<file path="config.mk">
export PLATFORM = sky130hd
export DESIGN_NAME = flag_cond_unit
export DESIGN_NICKNAME = d
export VERILOG_FILES = /design/src/rtl/flag_cond_unit_pkg.sv /design/src/rtl/flag_cond_unit_cond_eval.sv /design/src/rtl/flag_cond_unit.sv
export SDC_FILE = /design/constraint.sdc
export NUM_CORES = 1
export LEC_CHECK = 0
export ABC_CLOCK_PERIOD_IN_PS = 2150
export BUFFER_PORTS_ARGS = -buffer_cell sky130_fd_sc_hd__buf_4
export CAP_MARGIN = 30
export CORE_ASPECT_RATIO = 0.9
export CORE_UTILIZATION = 46
export CTS_BUF_LIST = sky130_fd_sc_hd__clkbuf_8 sky130_fd_sc_hd__clkbuf_16
export DETAILED_ROUTE_END_ITERATION = 6
export PLACE_DENSITY = 0.83
export SLEW_MARGIN = 20
export SYNTH_ARGS = -nofsm -noshare
export SYNTH_HDL_FRONTEND = slang
export SYNTH_SLANG_ARGS = --single-unit
export TNS_END_PERCENT = 30
</file>
<file path="constraint.sdc">
create_clock -name clk -period 2.15 [get_ports clk]
set_input_delay 0.43 -clock clk [delete_from_list [all_inputs] [get_ports clk]]
set_output_delay 0.43 -clock clk [all_outputs]
set_load 0.03 [all_outputs]
</file>
<file path="src/rtl/flag_cond_unit_pkg.sv">
// flag_cond_unit_pkg: shared condition-code, flag-index and FSM state types
package flag_cond_unit_pkg;
    typedef enum logic [3:0] {EQ, NE, CS, CC, MI, PL, VS, VC, HI, LS, GE, LT, GT, LE, AL, NV} cond_e;
    localparam int FLAG_N = 3;
    localparam int FLAG_Z = 2;
    localparam int FLAG_C = 1;
    localparam int FLAG_V = 0;
    typedef enum logic [1:0] {IDLE, WAIT, RESP} state_e;
endpackage

</file>
<file path="src/rtl/flag_cond_unit_cond_eval.sv">
// cond_eval: combinational ARM condition-code test against an NZCV nibble
module cond_eval
    import flag_cond_unit_pkg::*;
(
    input  logic [3:0] flags_i,
    input  cond_e      cond_i,
    output logic       pass_o
);
    logic       n, z, c, v;
    logic [7:0] base;
    assign n = flags_i[FLAG_N];
    assign z = flags_i[FLAG_Z];
    assign c = flags_i[FLAG_C];
    assign v = flags_i[FLAG_V];
    // Odd codes are the inverse of the even code below them; NV is the inverse of AL
    assign base   = {1'b1, ~z & (n == v), n == v, c & ~z, v, n, c, z};
    assign pass_o = base[cond_i[3:1]] ^ cond_i[0];
endmodule

</file>
<file path="src/rtl/flag_cond_unit.sv">
// flag_cond_unit: NZCV status register, in-flight flag-op tracking and
// condition evaluation that waits until no flag-setting op is outstanding.
module flag_cond_unit
    import flag_cond_unit_pkg::*;
#(
    parameter int         CNT_W     = 3,
    parameter logic [3:0] RST_FLAGS = 4'b0000
) (
    input  logic             clk,
    input  logic             rst,
    input  logic             issue_set_flags,
    output logic             issue_ready,
    input  logic             alu_valid,
    input  logic             alu_set_flags,
    input  logic [3:0]       alu_flags,
    input  logic             req_valid,
    input  logic [3:0]       req_cond,
    output logic             req_ready,
    output logic             resp_valid,
    output logic             resp_pass,
    input  logic             resp_ready,
    output logic [3:0]       flags_q,
    output logic [CNT_W-1:0] inflight
);
    localparam logic [CNT_W-1:0] CNT_MAX = '1;
    state_e           state_q, state_d;
    cond_e            cond_q, cond_d, eval_cond;
    logic [CNT_W-1:0] cnt_q, cnt_d;
    logic [3:0]       flags_d;
    logic             pass_q, pass_d, eval_pass, flag_wr, inc, dec;
    assign flag_wr = alu_valid & alu_set_flags;
    assign dec     = flag_wr & (cnt_q != '0);
    // A return frees a slot, so an issue at the limit is taken when it coincides with one
    assign inc     = issue_set_flags & (cnt_q != CNT_MAX | dec);
    assign cnt_d   = (inc & ~dec) ? cnt_q + 1'b1 : (dec & ~inc) ? cnt_q - 1'b1 : cnt_q;
    assign flags_d = flag_wr ? alu_flags : flags_q;
    assign eval_cond = (state_q == IDLE) ? cond_e'(req_cond) : cond_q;
    cond_eval u_cond_eval (
        .flags_i(flags_d),
        .cond_i (eval_cond),
        .pass_o (eval_pass)
    );
    always_ff @(posedge clk or posedge rst) begin
        if (rst) begin
            state_q <= IDLE;
            cond_q  <= EQ;
            cnt_q   <= '0;
            flags_q <= RST_FLAGS;
            pass_q  <= 1'b0;
        end else begin
            state_q <= state_d;
            cond_q  <= cond_d;
            cnt_q   <= cnt_d;
            flags_q <= flags_d;
            pass_q  <= pass_d;
        end
    end
    always_comb begin
        state_d = state_q;
        cond_d  = cond_q;
        pass_d  = pass_q;
        case (state_q)
            IDLE: if (req_valid) begin
                cond_d  = cond_e'(req_cond);
                state_d = (cnt_d == '0) ? RESP : WAIT;
                pass_d  = (cnt_d == '0) ? eval_pass : pass_q;
            end
            WAIT: if (cnt_d == '0) begin
                state_d = RESP;
                pass_d  = eval_pass;
            end
            RESP:    state_d = resp_ready ? IDLE : RESP;
            default: state_d = IDLE;
        endcase
    end
    always_comb begin
        req_ready   = state_q == IDLE;
        resp_valid  = state_q == RESP;
        resp_pass   = pass_q;
        issue_ready = cnt_q != CNT_MAX;
        inflight    = cnt_q;
    end
endmodule

</file>
; ---- Yosys cells after proc, flatten, opt, wreduce, memory -nomap -nowiden
; Index checks and enable logic that the tools add are counted.
[totals]
out_inout_bits = 11
input_bits = 15
regBits = 14
word_cells = 47
[op_classes]
addsub = 2
order_cmp = 1
reduce_logical = 7
n_bitwise = 12
muxes = 14
n_eq_ne = 6
[ops]
columns = operator, n
row1 = $mux W2, 4
row2 = $mux W4, 2
row3 = $and A1 B1 Y1, 7
row4 = $mux W3, 2
row5 = $pmux W2 S3, 1
row6 = $reduce_and A2 Y1, 3
row7 = $lt A3 B4 Y1 const B, 1
row8 = $ne A2 B2 Y1 const B, 2
row9 = $add A3 B1 Y3 const B, 1
row10 = $bmux W1 S3, 1
row11 = $logic_not A3 Y1, 1
row12 = $mux W1, 3
row13 = $ne A3 B3 Y1 const B, 1
row14 = $not A1 Y1, 3
row15 = $reduce_bool A3 Y1, 1
row16 = $sub A3 B1 Y3 const B, 1
row17 = $eq A2 B1 Y1 const B, 1
row18 = $eq A2 B2 Y1 const B, 1
row19 = $logic_not A2 Y1, 1
row20 = $pmux W1 S2, 1
row21 = $reduce_bool A2 Y1, 1
row22 = $eq A1 B1 Y1, 1
row23 = $or A1 B1 Y1, 1
row24 = $xor A1 B1 Y1, 1

; ---- Depth between registers and ports, before layout
[logic_depth]
depth_word = 12
mapped_depth = 8
ltp_nobuf = 8

; ---- Cells and area by module
; A second synthesis with hierarchy kept.
[hier_totals]
hier_cells = 76
area_unflattened_um2 = 863.3
[by_module_without_submodules]
columns = module, cells_each, area_each_um2, seq_area_each_um2, instances
row1 = flag_cond_unit, 65, 769.5, 350.3, 1
row2 = cond_eval, 11, 93.8, 0.0, 1

; ---- Worst setup path after synthesis
; Ideal clock, no wire load.
[synth_timing]
path_type = reg-to-reg
from = reg cnt_q[0] (netlist: inflight[0])
to = reg pass_q (netlist: resp_pass)
setup_ns = 0.125
slack_ns = -0.178
synth_period_minus_slack_ns = 2.328
stages_incl_launch_ff = 9
arrival_ns = 2.203
path_cell_list = dfrtp_1 -> ha_1 -> ha_1 -> and2b_1 -> o211a_1 -> o21ai_0 -> a2111oi_4 -> nand2_1 -> mux2_2
[synth_between]
elab_chain_cells = 12
[synth_rtl]
columns = item, line_no
row1 = from (decl), flag_cond_unit.sv:28  ; logic [CNT_W-1:0] cnt_q, cnt_d;
row2 = from (signal assigned), flag_cond_unit.sv:53  ; cnt_q <= cnt_d;
row3 = $reduce_bool A3 Y1, flag_cond_unit.sv:32  ; assign dec = flag_wr & (cnt_q != '0);
row4 = $and A1 B1 Y1, flag_cond_unit.sv:32
row5 = $or A1 B1 Y1, flag_cond_unit.sv:34  ; assign inc = issue_set_flags & (cnt_q != CNT_MAX | dec);
row6 = $and A1 B1 Y1, flag_cond_unit.sv:34
row7 = $not A1 Y1, flag_cond_unit.sv:35  ; assign cnt_d = (inc & ~dec) ? cnt_q + 1'b1 : (dec & ~inc) ? cnt_q - 1'b1 : cnt_q;
row8 = $and A1 B1 Y1, flag_cond_unit.sv:35
row9 = $mux W3, flag_cond_unit.sv:35
row10 = $mux W3 (*), flag_cond_unit.sv:35
row11 = $logic_not A3 Y1 (*), "flag_cond_unit.sv:66, flag_cond_unit.sv:68"
row12 = $mux W1 (*), --
row13 = $mux W1, --
row14 = $pmux W1 S2 (*), --
row15 = to (signal assigned), flag_cond_unit.sv:55  ; pass_q <= pass_d;
row16 = to (decl), flag_cond_unit.sv:30  ; logic pass_q, pass_d, eval_pass, flag_wr, inc, dec;
; Mark *: on every way between the ends. The rest lies on a longest branch, timed or not. The select of a mux whose other input is x is not followed.
; A chain may end at the register's enable or synchronous reset.

; ---- Worst setup path after layout
[layout_timing]
from = reg cnt_q[1] (netlist: inflight[1])
to = reg pass_q (netlist: resp_pass)
; Same word-level chain as after synthesis.

==> run summary <==
drt initial violations = 14
crit path kind = reg2reg
clock sink total = 14
switching share of power = 44.05%
CP peak stage delay = 0.45 ns
Mapped Cells = 101
placed cell count = 155
Fmax achieved = 471.7 MHz
Clk Latency, worst-skew pair = 0.25 ns
global-route wire length before repair = 4071 um
HP Class = in2async
grt total ovfl = 0
Tmin final = 2.120 ns
# rows = 15
initial antenna violation count = 0
Tightest Pin Transition = 0.5766 ns
all-layer global routing usage = 23.62%
P&R area growth vs syn = 41.23%
ANT cells = 0
crit path DAT = 2.26 ns
Synthesis Warnings = 0
ys flop type = dfrtp_1
Comb power frac = 62.5%
vias in the first global route = 912
Hold Buf Count CTS = 0
Crit-path slowest cell = dfrtp_2
syn nets = 120
nets@finish = 156
vias per inst = 5.677
Period Utilization, post-route = 98.59%
crit-path cells = ha_4 -> ha_2 -> and2b_1 -> o211a_1 -> o21ai_2 -> a2111oi_4 -> nand2_1 -> mux2_2
Worst Setup End Kind = register
RSZ-0062 raised after global routing = yes
most common cell after layout, fill and taps aside = buf_4
die area = 2395 sq um
Via Count = 914
Die Y = 46.53 um
Max FO, Critical Path = 3
post-route ant nets = 0
Slew Viols, Final = 0
Final GP Congestion = 0.8406
pwr dens = 1447 nW/um^2
CP delay by family, top = compound AO/OA/AOI/OAI gates
most frequent cells in the layout = buf_4, dfrtp_1, mux2_2
share of cells above drive strength 1 = 54.41%
chip width = 51.48 um
Mapped Area = 1013 sq um
root buf cell = clkbuf_8
I/O Pins = 26
internal power = 1.159 mW
H-Tree Depth = 1
Core Box Area = 1989 sq um
CP Buf/Inv Count = 0
sequential fraction of the synthesis area = 34.57%
outcome = completed
worst path required time = 2.29 ns
total power = 2.071 mW
crit path launch type = register
Finished Cell Area = 1431 sq um
Pleak = 0.6457 nW
Remaining DRCs = 0
max cap viols = 0
drt total wl = 2562 um
WL/cell = 15.91 um
final core occ = 71.95%
hold violation count in the final report = 0
slew margin rel. = 61.52%
pin count of the biggest net entering global routing = 15
cts bufs inserted = 3
clk_skew = 0.002044 ns
synth unique cells = 46
sequential power share = 24.5%
#FFs+latches synth = 14
Worst IR Drop VDD = 1.069 mV
Post-synth EDFFs = 0
hpwl dp = 1896 um
final setup fails = 0
Initial Utilization = 50.94%
NetSw = 0.9126 mW
Post-DP Area = 1297 sq um
share of flip-flops with an asynchronous set or reset = 100.0%
final std cells w/o fill = 161
Syn Area/Cell = 10.03 sq um
Clock Path Buffers = 2
Port Buffers = 25
TritonRoute pass-1 iters = 4
CTS tree = yes
Worst-path clk slew = 0.06 ns
clock network fraction of total power = 13.0%
[area by class of cell]
| cell class | instances | area [sq um] |
|---|---|---|
| fillers | 153 | 558.0 |
| well taps | 25 | 31.28 |
| clock buffers | 4 | 55.05 |
| flip-flops and latches | 14 | 355.3 |
| multi-input cells | 77 | 705.7 |
| repair buffers | 34 | 255.2 |
| inverters | 7 | 28.78 |
[power by group through the flow]
stage / Combinational [mW] / Sequential (mW) / Clock [mW]
2_1_floorplan: 0.729 / 0.563 / 0
3_3_place_gp: 1.10 / 0.492 / 0
3_5_place_dp: 1.13 / 0.502 / 0
4_1_cts: 1.21 / 0.496 / 0.269
5_1_grt: 1.40 / 0.527 / 0.285
6_report: 1.30 / 0.508 / 0.268
[metal layers]
layer / track usage [%] / vias to the layer above / wire, um
met5: 0 / - / 0
met2: 43.12 / 27 / 1316
li1: - / 443 / -
met4: 4.324 / 0 / 22
met1: 27.68 / 438 / 1089
met3: 7.261 / 6 / 133
[state kept, by name, summed over array words and instances (netlist names)]
name,count
resp_pass,1
cond_q,4
state_q,2
flags_q,4
inflight,3
[stage by stage]
stage                     hold WS [ns]  TNS [ns]  worst slack (ns)
after detailed placement        0.5043  -0.01467          -0.01467
final                           0.2361         0           0.03021
after floorplan                 0.3190         0          0.008655
after CTS                       0.2502         0           0.01930
after global routing            0.2639  -0.06741          -0.06741
after global placement          0.4885         0           0.03142
[repair_timing]
item	CTS	global route
buffers inserted	1	1
setup endpoints to repair	1	1
resized for setup	4	9
pin swaps	1	2
[final timing paths]
check,cells after the start,startpoint,to,slack [ns]
max,8,inflight[1],resp_pass,0.03
min,2,rst,flags_q[1],0.24
max reg2reg,8,inflight[1],resp_pass,0.03
min reg2reg,1,cond_q[0],cond_q[0],0.53
max in group asynchronous,2,rst,inflight[2],1.50
min in group clk,2,resp_ready,state_q[1],0.36
[cell families after synthesis]
| family | share of synthesized area (%) |
|---|---|
| buf+inv | 4.692 |
| simple gates | 18.77 |
| mux | 10.74 |
| compound gates | 22.84 |
| xor+xnor | 3.457 |
| fa+ha+maj | 4.938 |
| flops | 34.57 |
[worst register-to-register path, delay by kind of cell, from the launching register on]
| family | cells | cell delay (ns) |
|---|---|---|
| and+or+nand+nor | 2 | 0.37 |
| DFF | 1 | 0.45 |
| adders and majority gates | 2 | 0.35 |
| AOI/OAI and AO/OA | 3 | 0.56 |
| muxes | 1 | 0.28 |
[synth_stat cells (2+ instances only)]
cell	number	area [sq um]
a21oi_1	2	10.01
nor2_1	6	22.52
xnor2_1	2	17.52
mux2_2	7	78.83
o211a_1	2	20.02
nand2b_1	2	12.51
nand2_1	5	18.77
mux2i_1	3	30.03
dfrtp_1	14	350.3
xor2_1	2	17.52
o21ai_1	3	15.01
ha_1	4	50.05
o32ai_1	2	17.52
o21ai_0	5	25.02
buf_2	2	10.01
o21a_1	2	15.01
and2_1	2	12.51
inv_1	7	26.28
a211oi_1	2	15.01
Power figures use the tool's default switching activity.
